[src/rtl/mem_wb_stage_hs_if.sv]
// rtl/mem_wb_stage_hs_if.sv - data memory request/acknowledge bus
interface mem_wb_stage_hs_if #(
  parameter int DATA_W = 16
);
  logic                  mem_req;
  logic                  mem_we;
  logic [DATA_W-1:0]     mem_addr;
  logic [DATA_W-1:0]     mem_wdata;
  logic [DATA_W/8-1:0]   mem_be;
  logic [DATA_W-1:0]     mem_rdata;
  logic                  mem_ack;

  modport master (
    output mem_req, mem_we, mem_addr, mem_wdata, mem_be,
    input  mem_rdata, mem_ack
  );

  modport slave (
    input  mem_req, mem_we, mem_addr, mem_wdata, mem_be,
    output mem_rdata, mem_ack
  );
endinterface

[src/rtl/mem_wb_stage_hs.sv]
// rtl/mem_wb_stage_hs.sv - memory stage with req/ack data memory and MEM/WB register
module mem_wb_stage_hs #(
  parameter int DATA_W  = 16,
  parameter int RADDR_W = 3,
  parameter int STORE_W = 2
) (
  input  logic                clk,
  input  logic                reset,
  input  logic                in_valid,
  input  logic                IRegWrite,
  input  logic [STORE_W-1:0]  IRegStore,
  input  logic                MemWrite,
  input  logic                MemRead,
  input  logic                MemByte,
  input  logic                MemSigned,
  input  logic [DATA_W-1:0]   IPCP2,
  input  logic [DATA_W-1:0]   IALUResult,
  input  logic [DATA_W-1:0]   thirdArg,
  input  logic [RADDR_W-1:0]  rdMem,
  input  logic                flush,
  output logic                stall,
  mem_wb_stage_hs_if.master   mem,
  output logic                ORegWrite,
  output logic [STORE_W-1:0]  ORegStore,
  output logic [DATA_W-1:0]   OPCP2,
  output logic [DATA_W-1:0]   OALUResult,
  output logic [DATA_W-1:0]   OStoreMem,
  output logic [RADDR_W-1:0]  rdWB
);
  localparam int NB     = DATA_W / 8;
  localparam int LANE_W = (NB > 1) ? $clog2(NB) : 1;

  typedef enum logic {S_IDLE, S_BUSY} state_e;

  state_e state_q, state_d;

  // Instruction fields captured when a memory op is issued.
  logic               lat_regwrite_q, lat_regwrite_d;
  logic [STORE_W-1:0] lat_regstore_q, lat_regstore_d;
  logic [DATA_W-1:0]  lat_pcp2_q,     lat_pcp2_d;
  logic [DATA_W-1:0]  lat_alu_q,      lat_alu_d;
  logic [RADDR_W-1:0] lat_rd_q,       lat_rd_d;
  logic               lat_read_q,     lat_read_d;
  logic               lat_byte_q,     lat_byte_d;
  logic               lat_signed_q,   lat_signed_d;

  // Memory bus drivers, held stable for the whole transaction.
  logic               mem_req_q,   mem_req_d;
  logic               mem_we_q,    mem_we_d;
  logic [DATA_W-1:0]  mem_wdata_q, mem_wdata_d;
  logic [NB-1:0]      mem_be_q,    mem_be_d;

  // MEM/WB pipeline register.
  logic               o_regwrite_q, o_regwrite_d;
  logic [STORE_W-1:0] o_regstore_q, o_regstore_d;
  logic [DATA_W-1:0]  o_pcp2_q,     o_pcp2_d;
  logic [DATA_W-1:0]  o_alu_q,      o_alu_d;
  logic [DATA_W-1:0]  o_storemem_q, o_storemem_d;
  logic [RADDR_W-1:0] o_rd_q,       o_rd_d;

  logic               memop;
  logic [LANE_W-1:0]  rd_lane;
  logic [DATA_W-1:0]  rd_shift;
  logic [7:0]         rd_byte;
  logic [DATA_W-1:0]  load_data;

  assign memop = in_valid & ~flush & (MemRead | MemWrite);

  // Hold upstream while issuing or waiting for ack; forced low during reset.
  always_comb begin
    stall = 1'b0;
    if (reset) begin
      stall = ((state_q == S_IDLE) & memop) | ((state_q == S_BUSY) & ~mem.mem_ack);
    end
  end

  // Select the addressed byte lane of the read data and extend it.
  always_comb begin
    rd_lane   = lat_alu_q[LANE_W-1:0];
    rd_shift  = mem.mem_rdata >> {rd_lane, 3'b000};
    rd_byte   = rd_shift[7:0];
    load_data = mem.mem_rdata;
    if (lat_byte_q) begin
      load_data = lat_signed_q ? {{(DATA_W-8){rd_byte[7]}}, rd_byte}
                               : {{(DATA_W-8){1'b0}}, rd_byte};
    end
  end

  // Next-state, issue and retire logic.
  always_comb begin
    state_d        = state_q;
    lat_regwrite_d = lat_regwrite_q;
    lat_regstore_d = lat_regstore_q;
    lat_pcp2_d     = lat_pcp2_q;
    lat_alu_d      = lat_alu_q;
    lat_rd_d       = lat_rd_q;
    lat_read_d     = lat_read_q;
    lat_byte_d     = lat_byte_q;
    lat_signed_d   = lat_signed_q;
    mem_req_d      = mem_req_q;
    mem_we_d       = mem_we_q;
    mem_wdata_d    = mem_wdata_q;
    mem_be_d       = mem_be_q;
    o_regwrite_d   = 1'b0;
    o_regstore_d   = o_regstore_q;
    o_pcp2_d       = o_pcp2_q;
    o_alu_d        = o_alu_q;
    o_storemem_d   = '0;
    o_rd_d         = o_rd_q;
    case (state_q)
      S_IDLE: begin
        if (memop) begin
          lat_regwrite_d = IRegWrite;
          lat_regstore_d = IRegStore;
          lat_pcp2_d     = IPCP2;
          lat_alu_d      = IALUResult;
          lat_rd_d       = rdMem;
          lat_read_d     = MemRead;
          lat_byte_d     = MemByte;
          lat_signed_d   = MemSigned;
          mem_req_d      = 1'b1;
          mem_we_d       = MemWrite;
          mem_wdata_d    = MemByte ? {NB{thirdArg[7:0]}} : thirdArg;
          mem_be_d       = MemByte ? ({{(NB-1){1'b0}}, 1'b1} << IALUResult[LANE_W-1:0]) : '1;
          state_d        = S_BUSY;
        end else begin
          o_regwrite_d = IRegWrite & in_valid & ~flush;
          o_regstore_d = IRegStore;
          o_pcp2_d     = IPCP2;
          o_alu_d      = IALUResult;
          o_rd_d       = rdMem;
        end
      end
      S_BUSY: begin
        if (mem.mem_ack) begin
          mem_req_d    = 1'b0;
          o_regwrite_d = lat_regwrite_q;
          o_regstore_d = lat_regstore_q;
          o_pcp2_d     = lat_pcp2_q;
          o_alu_d      = lat_alu_q;
          o_rd_d       = lat_rd_q;
          o_storemem_d = lat_read_q ? load_data : '0;
          state_d      = S_IDLE;
        end
      end
      default: state_d = S_IDLE;
    endcase
  end

  // State, latched fields, bus drivers and MEM/WB register.
  always_ff @(posedge clk or negedge reset) begin
    if (!reset) begin
      state_q        <= S_IDLE;
      lat_regwrite_q <= 1'b0;
      lat_regstore_q <= '0;
      lat_pcp2_q     <= '0;
      lat_alu_q      <= '0;
      lat_rd_q       <= '0;
      lat_read_q     <= 1'b0;
      lat_byte_q     <= 1'b0;
      lat_signed_q   <= 1'b0;
      mem_req_q      <= 1'b0;
      mem_we_q       <= 1'b0;
      mem_wdata_q    <= '0;
      mem_be_q       <= '0;
      o_regwrite_q   <= 1'b0;
      o_regstore_q   <= '0;
      o_pcp2_q       <= '0;
      o_alu_q        <= '0;
      o_storemem_q   <= '0;
      o_rd_q         <= '0;
    end else begin
      state_q        <= state_d;
      lat_regwrite_q <= lat_regwrite_d;
      lat_regstore_q <= lat_regstore_d;
      lat_pcp2_q     <= lat_pcp2_d;
      lat_alu_q      <= lat_alu_d;
      lat_rd_q       <= lat_rd_d;
      lat_read_q     <= lat_read_d;
      lat_byte_q     <= lat_byte_d;
      lat_signed_q   <= lat_signed_d;
      mem_req_q      <= mem_req_d;
      mem_we_q       <= mem_we_d;
      mem_wdata_q    <= mem_wdata_d;
      mem_be_q       <= mem_be_d;
      o_regwrite_q   <= o_regwrite_d;
      o_regstore_q   <= o_regstore_d;
      o_pcp2_q       <= o_pcp2_d;
      o_alu_q        <= o_alu_d;
      o_storemem_q   <= o_storemem_d;
      o_rd_q         <= o_rd_d;
    end
  end

  assign mem.mem_req   = mem_req_q;
  assign mem.mem_we    = mem_we_q;
  assign mem.mem_addr  = lat_alu_q;
  assign mem.mem_wdata = mem_wdata_q;
  assign mem.mem_be    = mem_be_q;

  assign ORegWrite  = o_regwrite_q;
  assign ORegStore  = o_regstore_q;
  assign OPCP2      = o_pcp2_q;
  assign OALUResult = o_alu_q;
  assign OStoreMem  = o_storemem_q;
  assign rdWB       = o_rd_q;
endmodule
[src/flat_wrapper.sv]
// flat-port wrapper written by rule: the top's interface ports become plain ports
module mem_wb_stage_hs_flat 
#(
  parameter int DATA_W  = 16,
  parameter int RADDR_W = 3,
  parameter int STORE_W = 2
)
  (clk, reset, in_valid, IRegWrite, IRegStore, MemWrite, MemRead, MemByte, MemSigned, IPCP2, IALUResult, thirdArg, rdMem, flush, stall, ORegWrite, ORegStore, OPCP2, OALUResult, OStoreMem, rdWB, mem_mem_req, mem_mem_we, mem_mem_addr, mem_mem_wdata, mem_mem_be, mem_mem_rdata, mem_mem_ack);
  mem_wb_stage_hs_if #(.DATA_W(DATA_W)) mem_i ();
  input  logic clk;
  input  logic reset;
  input  logic in_valid;
  input  logic IRegWrite;
  input  logic [STORE_W-1:0] IRegStore;
  input  logic MemWrite;
  input  logic MemRead;
  input  logic MemByte;
  input  logic MemSigned;
  input  logic [DATA_W-1:0] IPCP2;
  input  logic [DATA_W-1:0] IALUResult;
  input  logic [DATA_W-1:0] thirdArg;
  input  logic [RADDR_W-1:0] rdMem;
  input  logic flush;
  output logic stall;
  output logic ORegWrite;
  output logic [STORE_W-1:0] ORegStore;
  output logic [DATA_W-1:0] OPCP2;
  output logic [DATA_W-1:0] OALUResult;
  output logic [DATA_W-1:0] OStoreMem;
  output logic [RADDR_W-1:0] rdWB;
  output wire logic [$bits(mem_i.mem_req)-1:0] mem_mem_req;
  output wire logic [$bits(mem_i.mem_we)-1:0] mem_mem_we;
  output wire logic [$bits(mem_i.mem_addr)-1:0] mem_mem_addr;
  output wire logic [$bits(mem_i.mem_wdata)-1:0] mem_mem_wdata;
  output wire logic [$bits(mem_i.mem_be)-1:0] mem_mem_be;
  input wire logic [$bits(mem_i.mem_rdata)-1:0] mem_mem_rdata;
  input wire logic [$bits(mem_i.mem_ack)-1:0] mem_mem_ack;
  assign mem_mem_req = mem_i.mem_req;
  assign mem_mem_we = mem_i.mem_we;
  assign mem_mem_addr = mem_i.mem_addr;
  assign mem_mem_wdata = mem_i.mem_wdata;
  assign mem_mem_be = mem_i.mem_be;
  assign mem_i.mem_rdata = mem_mem_rdata;
  assign mem_i.mem_ack = mem_mem_ack;
  mem_wb_stage_hs #(.DATA_W(DATA_W), .RADDR_W(RADDR_W), .STORE_W(STORE_W)) u_core (.clk(clk), .reset(reset), .in_valid(in_valid), .IRegWrite(IRegWrite), .IRegStore(IRegStore), .MemWrite(MemWrite), .MemRead(MemRead), .MemByte(MemByte), .MemSigned(MemSigned), .IPCP2(IPCP2), .IALUResult(IALUResult), .thirdArg(thirdArg), .rdMem(rdMem), .flush(flush), .stall(stall), .mem(mem_i), .ORegWrite(ORegWrite), .ORegStore(ORegStore), .OPCP2(OPCP2), .OALUResult(OALUResult), .OStoreMem(OStoreMem), .rdWB(rdWB));
endmodule
[config.mk]
export PLATFORM = sky130hd
export DESIGN_NAME = mem_wb_stage_hs_flat
export DESIGN_NICKNAME = d
export VERILOG_FILES = /design/src/rtl/mem_wb_stage_hs_if.sv /design/src/rtl/mem_wb_stage_hs.sv /design/src/flat_wrapper.sv
export SDC_FILE = /design/constraint.sdc
export NUM_CORES = 1
export LEC_CHECK = 0
export ABC_AREA = 1
export CORE_ASPECT_RATIO = 1.1
export CORE_MARGIN = 4
export CORE_UTILIZATION = 46
export DETAILED_ROUTE_END_ITERATION = 10
export PLACE_DENSITY_LB_ADDON = 0.1
export SYNTH_ARGS = -nofsm -noshare
export SYNTH_HDL_FRONTEND = slang
export SYNTH_SLANG_ARGS = --single-unit
[constraint.sdc]
create_clock -name clk -period 1.4 [get_ports clk]
set_clock_uncertainty 0.05 [all_clocks]
set_input_delay 0.21 -clock clk [delete_from_list [all_inputs] [get_ports clk]]
set_output_delay 0.21 -clock clk [all_outputs]
set_load 0.01 [all_outputs]
# Word level (Yosys, flattened, before mapping)

Cells that the tools add are included.

Register bits after elaboration: 116
Word-level logic and storage cells: 67
Output and inout port bits: 91
Input port bits: 79

Multiplexer cells: 29
Eq/ne operators: 3
Reductions and logical operators: 3
Bitwise operators: 11
Shift operators: 2

Operator list:

| operator                                                                | count |
|---|---|
| 16-bit 2-to-1 mux                                                       | 10 |
| 16-bit case mux with 2 select lines                                     | 2 |
| 16-bit by 4-bit >> shifter with 8-bit output                            | 1 |
| 1-bit 2-to-1 mux                                                        | 7 |
| 1-bit bitwise AND                                                       | 6 |
| 2-bit 2-to-1 mux                                                        | 3 |
| 3-bit 2-to-1 mux                                                        | 2 |
| 1-bit case mux with 2 select lines                                      | 3 |
| 3-bit case mux with 2 select lines                                      | 1 |
| 2-bit AND reduction                                                     | 3 |
| 2-bit inequality test, second input constant                            | 2 |
| 2-bit case mux with 2 select lines                                      | 1 |
| 1-bit NOT                                                               | 3 |
| 2-bit by 1-bit inequality test with 1-bit output, second input constant | 1 |
| 1-bit OR                                                                | 2 |
| 1-bit by 1-bit left shift with 2-bit output, first input constant       | 1 |

# Logic depth before layout (Yosys ltp)

Word-level depth: 6
Mapped depth: 9
Mapped depth without buffers: 7

# Worst setup path before layout

Ideal clock, no wire load.

Kind: flip-flop to output port
Start: register u_core.state_q
End: output stall
Path buffers: 2
Path slack: 0.171 ns
Cell stages (with the launch flop): 6
Arrival: 0.969 ns
Path through: dfrtp_1 > buf_6 > nand2_2 > nand2_2 > buf_2 > nor2_1

Longest elaborated chain between the ends: 4
Elaborated cells between the ends (all ways): 5
Those cells by class: mux (1); bitwise (4)

RTL lines:

| element                    | line                   | RTL |
|---|---|---|
| start: declaration         | mem_wb_stage_hs.sv:35  | `state_e state_q, state_d;` |
| start signal: assignment   | mem_wb_stage_hs.sv:173 | `state_q <= state_d;` |
| 1-bit NOT (no source line) | -                      |  |
| 1-bit bitwise AND          | mem_wb_stage_hs.sv:73  | `stall = ((state_q == S_IDLE) & memop) \| ((state_q == S_BUSY) & ~mem.mem_ack);` |
| 1-bit OR (*)               | mem_wb_stage_hs.sv:73  |  |
| 1-bit 2-to-1 mux (*)       | mem_wb_stage_hs.sv:72  | `if (reset) begin` |
| end: declaration           | flat_wrapper.sv:24     | `output logic stall;` |

Mark *: on every way between the ends. The rest lies on a longest branch, timed or not.

# Final worst setup path

Start: input MemRead
End: output stall

Longest elaborated chain between the ends: 5

RTL lines:

| element            | line                  | RTL |
|---|---|---|
| start: declaration | flat_wrapper.sv:16    | `input logic MemRead;` |
| 1-bit OR           | mem_wb_stage_hs.sv:67 | `assign memop = in_valid & ~flush & (MemRead \| MemWrite);` |
| 1-bit bitwise AND  | mem_wb_stage_hs.sv:67 |  |
| 1-bit bitwise AND  | mem_wb_stage_hs.sv:73 |  |
| 1-bit OR           | mem_wb_stage_hs.sv:73 |  |
| 1-bit 2-to-1 mux   | mem_wb_stage_hs.sv:72 |  |

No other way between the ends.

==> results.ini <==
[setup_path]
endpoint_kind = output pin
rr_endpoint = u_core.lat_regstore_q[1]$_DFFE_PN0P_
start_kind = primary input
r2r-start = u_core.state_q$_DFF_PN0_
r2r_cells = 6
path_class = in -> out
path_max_fanout = 2
arrival_ps = 1260
cp.required_ps = 1140
r2r_slack_ps = -60

[drt]
vias = 4662
finalWirelength_mm = 14.4
post_drt_wl_per_cell_um = 15.2
drc = 0
ant_nets = 0
drtIter0Drc = 236
drt_pass1_iterations = 5
routed_via_density = 4.91

[grt]
busiest_layer = met2
met3_usage_pct = 6.03
grt_pass1_vias = 4336
grtUsageMet2_pct = 34.0
grt_use_met1_pct = 26.7
grt_first_pass_wirelength_mm = 21.1
grt_max_degree = 117
grt_usage_pct = 21.1
grt_overflow = 0
antenna_found_initial = 0

[power_and_ir_drop]
switching_share_pct = 33.1
p_int_mw = 9.81
p_comb_share_pct = 33.5
p_leak_nw = 4.11
power_density_nw_per_um2 = 1900
pwr-share-clk_pct = 30.5
p_sw_mw = 4.85
pwr-share-seq_pct = 36.0
vdd_drop_max_uv = 1320

[final_layout]
final.fill_count = 854
layout-drive-gt1-share_pct = 11.0
final_cells = 950
syn_to_final_growth_pct = 52.8
diodes = 0
final_util_pct = 73.0
num-nets-final = 874

[timing]
setup_slack_ps = -117
worst_pin_slew_ps = 642
hold_violations = 0
relSlewSlack_pct = 57.2
setup_violations = 46
fin_crit_sh_pct = 108
fmax_mhz = 659
grt_setup_unrepaired = true
period_minus_slack_ps = 1520
slew_viol_final = 0

[synthesis]
yosys.area.top_type = dfrtp_1
synth_common_cells = nand2_1, dfrtp_1, o21ai_0
synth_top_flop_cell = dfrtp_1
yosysTopAreaCellShare_pct = 57.6
syn_avg_cell_area_sq_um = 8.34
async_flop_share_pct = 100
synthCells = 604
yosysMostFrequentCell = nand2_1
synth.area.top_cells = dfrtp_1, nand2_1, o21ai_0, nand3_1, inv_1
synth.distinct_cells = 22
syn_nets = 683
synth-edff-count = 0
ys_seq_area_share_pct = 57.6
synth_warnings = 0
netlist_area_sq_um = 5040
ys_ff_latch = 116

[status]
violations = negative setup slack
outcome = complete, but fails checks

[floorplan]
rows = 39
chipHeight_um = 118
die_area_sq_um = 12700
boundaryPins = 170
core-area_sq_um = 10500
die_w_um = 108
start_util_pct = 47.8

[worst_hold_path]
min_to = u_core.mem.mem_addr[0]$_DFFE_PN0P_
whs_path_depth = 6
worstHoldStart = in_valid
min_path_type = in -> reg

[clock_tree]
htree_levels = 4
cts_tree = done
clock-sinks = 116
cts_inserted_buffers = 17
worstSkewPairLatency_ps = 400
clockBufferDepth = 2
cts_root_buffer = clkbuf_16
clkTransAtPathRegs_ps = 50

[place]
port_buffers = 169
finalWeightedCongestion = 0.828
dp_hpwl_mm = 9.04
place_inst = 903
dpl_worst_slack_ps = -566

[flow_run]
drv_cap = 0

-- worst max-delay path, cell delays in order --
cell             delay, ps
clkdlybuf4s50_1        470
inv_2                   50
nand2_2                 80
nand2_2                 70
nand2_4                 70
nand2_2                 50
nor2_1                 100
buf_2                  140
-- power by group through the flow --
stage / logic, mW / clock network [mW] / registers (mW)
2_1_floorplan: 2.13 / 0 / 5.70
3_3_place_gp: 5.24 / 0 / 5.33
3_5_place_dp: 5.34 / 0 / 5.36
4_1_cts: 4.78 / 4.52 / 5.28
5_1_grt: 5.42 / 4.69 / 5.44
6_report: 4.91 / 4.46 / 5.28
-- timing repair --
action,CTS,global route
endpoints found under the setup margin,119,85
gates cloned,0,10
endpoints found under the hold margin,116,116
gates resized for setup,100,15
pin swaps,1,6
setup buffers,2,3
-- area by class of cell --
cell class	instances	area (sq um)	area share (%)
clock inverter	11	158	2.05
sequential	116	2910	37.8
timing repair buffer	204	2010	26.2
inverter	48	185	2.41
multi-input combinational	408	1800	23.4
tap	143	179	2.32
clock buffer	20	457	5.93
-- layer usage --
metal	up-vias	routed length, um
li1	2278	-
met1	2169	6050
met2	196	7120
met3	19	953
met4	0	282
met5	-	0
-- worst max-delay path by stage --
| stage | end | slack [ps] | startpoint | depth (start not counted) |
|---|---|---|---|---|
| after floorplan | stall | 170 | u_core.state_q$_DFF_PN0_ | 5 |
| after global placement | stall | -570 | MemRead | 8 |
| after detailed placement | stall | -570 | MemRead | 8 |
| after CTS | stall | -120 | u_core.state_q$_DFF_PN0_ | 5 |
| after global routing | stall | -150 | MemRead | 8 |
| final | stall | -120 | MemRead | 8 |
-- cells by family after synthesis --
logic type	synth area share [%]
buffers and inverters	8.07
flip-flops	57.6
AND/OR/NAND/NOR	26.0
AO/OA/AOI/OAI	8.30
-- through the flow --
step / hold slack, ps / area (sq um) / setup TNS (ps) / power, mW
after floorplan: -136 / 5040 / 0 / 7.84
final: 304 / 7700 / -1230 / 14.7
after CTS: -76.7 / 7430 / -117 / 14.6
after detailed placement: 348 / 6900 / -28220 / 10.7
after global placement: 351 / 6900 / -26330 / 10.6
after global routing: 306 / 7700 / -4720 / 15.6
-- sequential cells by signal, indices dropped and copies added, names as in the netlist, 2 cells and up --
| register | cells |
|---|---|
| u_core.OStoreMem | 16 |
| u_core.lat_rd_q | 3 |
| u_core.rdWB | 3 |
| u_core.lat_regstore_q | 2 |
| u_core.mem.mem_wdata | 16 |
| u_core.OPCP2 | 16 |
| u_core.OALUResult | 16 |
| u_core.lat_pcp2_q | 16 |
| u_core.mem.mem_addr | 16 |
| u_core.mem.mem_be | 2 |
| u_core.ORegStore | 2 |
-- cell usage in the layout (no fill, tap or decap), types with 2 or more instances in the layout --
cell type          n
nand3_4            3
bufinv_16          4
o21ai_0           69
o21ai_1            9
dfrtp_1          114
buf_4             19
nor3_2             2
clkbuf_16         22
nor3_1             5
nand2_4            3
clkinv_2           6
dfrtp_2            2
nand2_1          237
nor2_1            33
clkdlybuf4s50_1   76
inv_4              2
clkbuf_8           2
nand2_2            4
inv_2              3
nand3_1           37
buf_6              6
nor2_4             2
inv_1             42
buf_12             5
dlygate4sd2_1     89
Power figures use the tool's default switching activity.
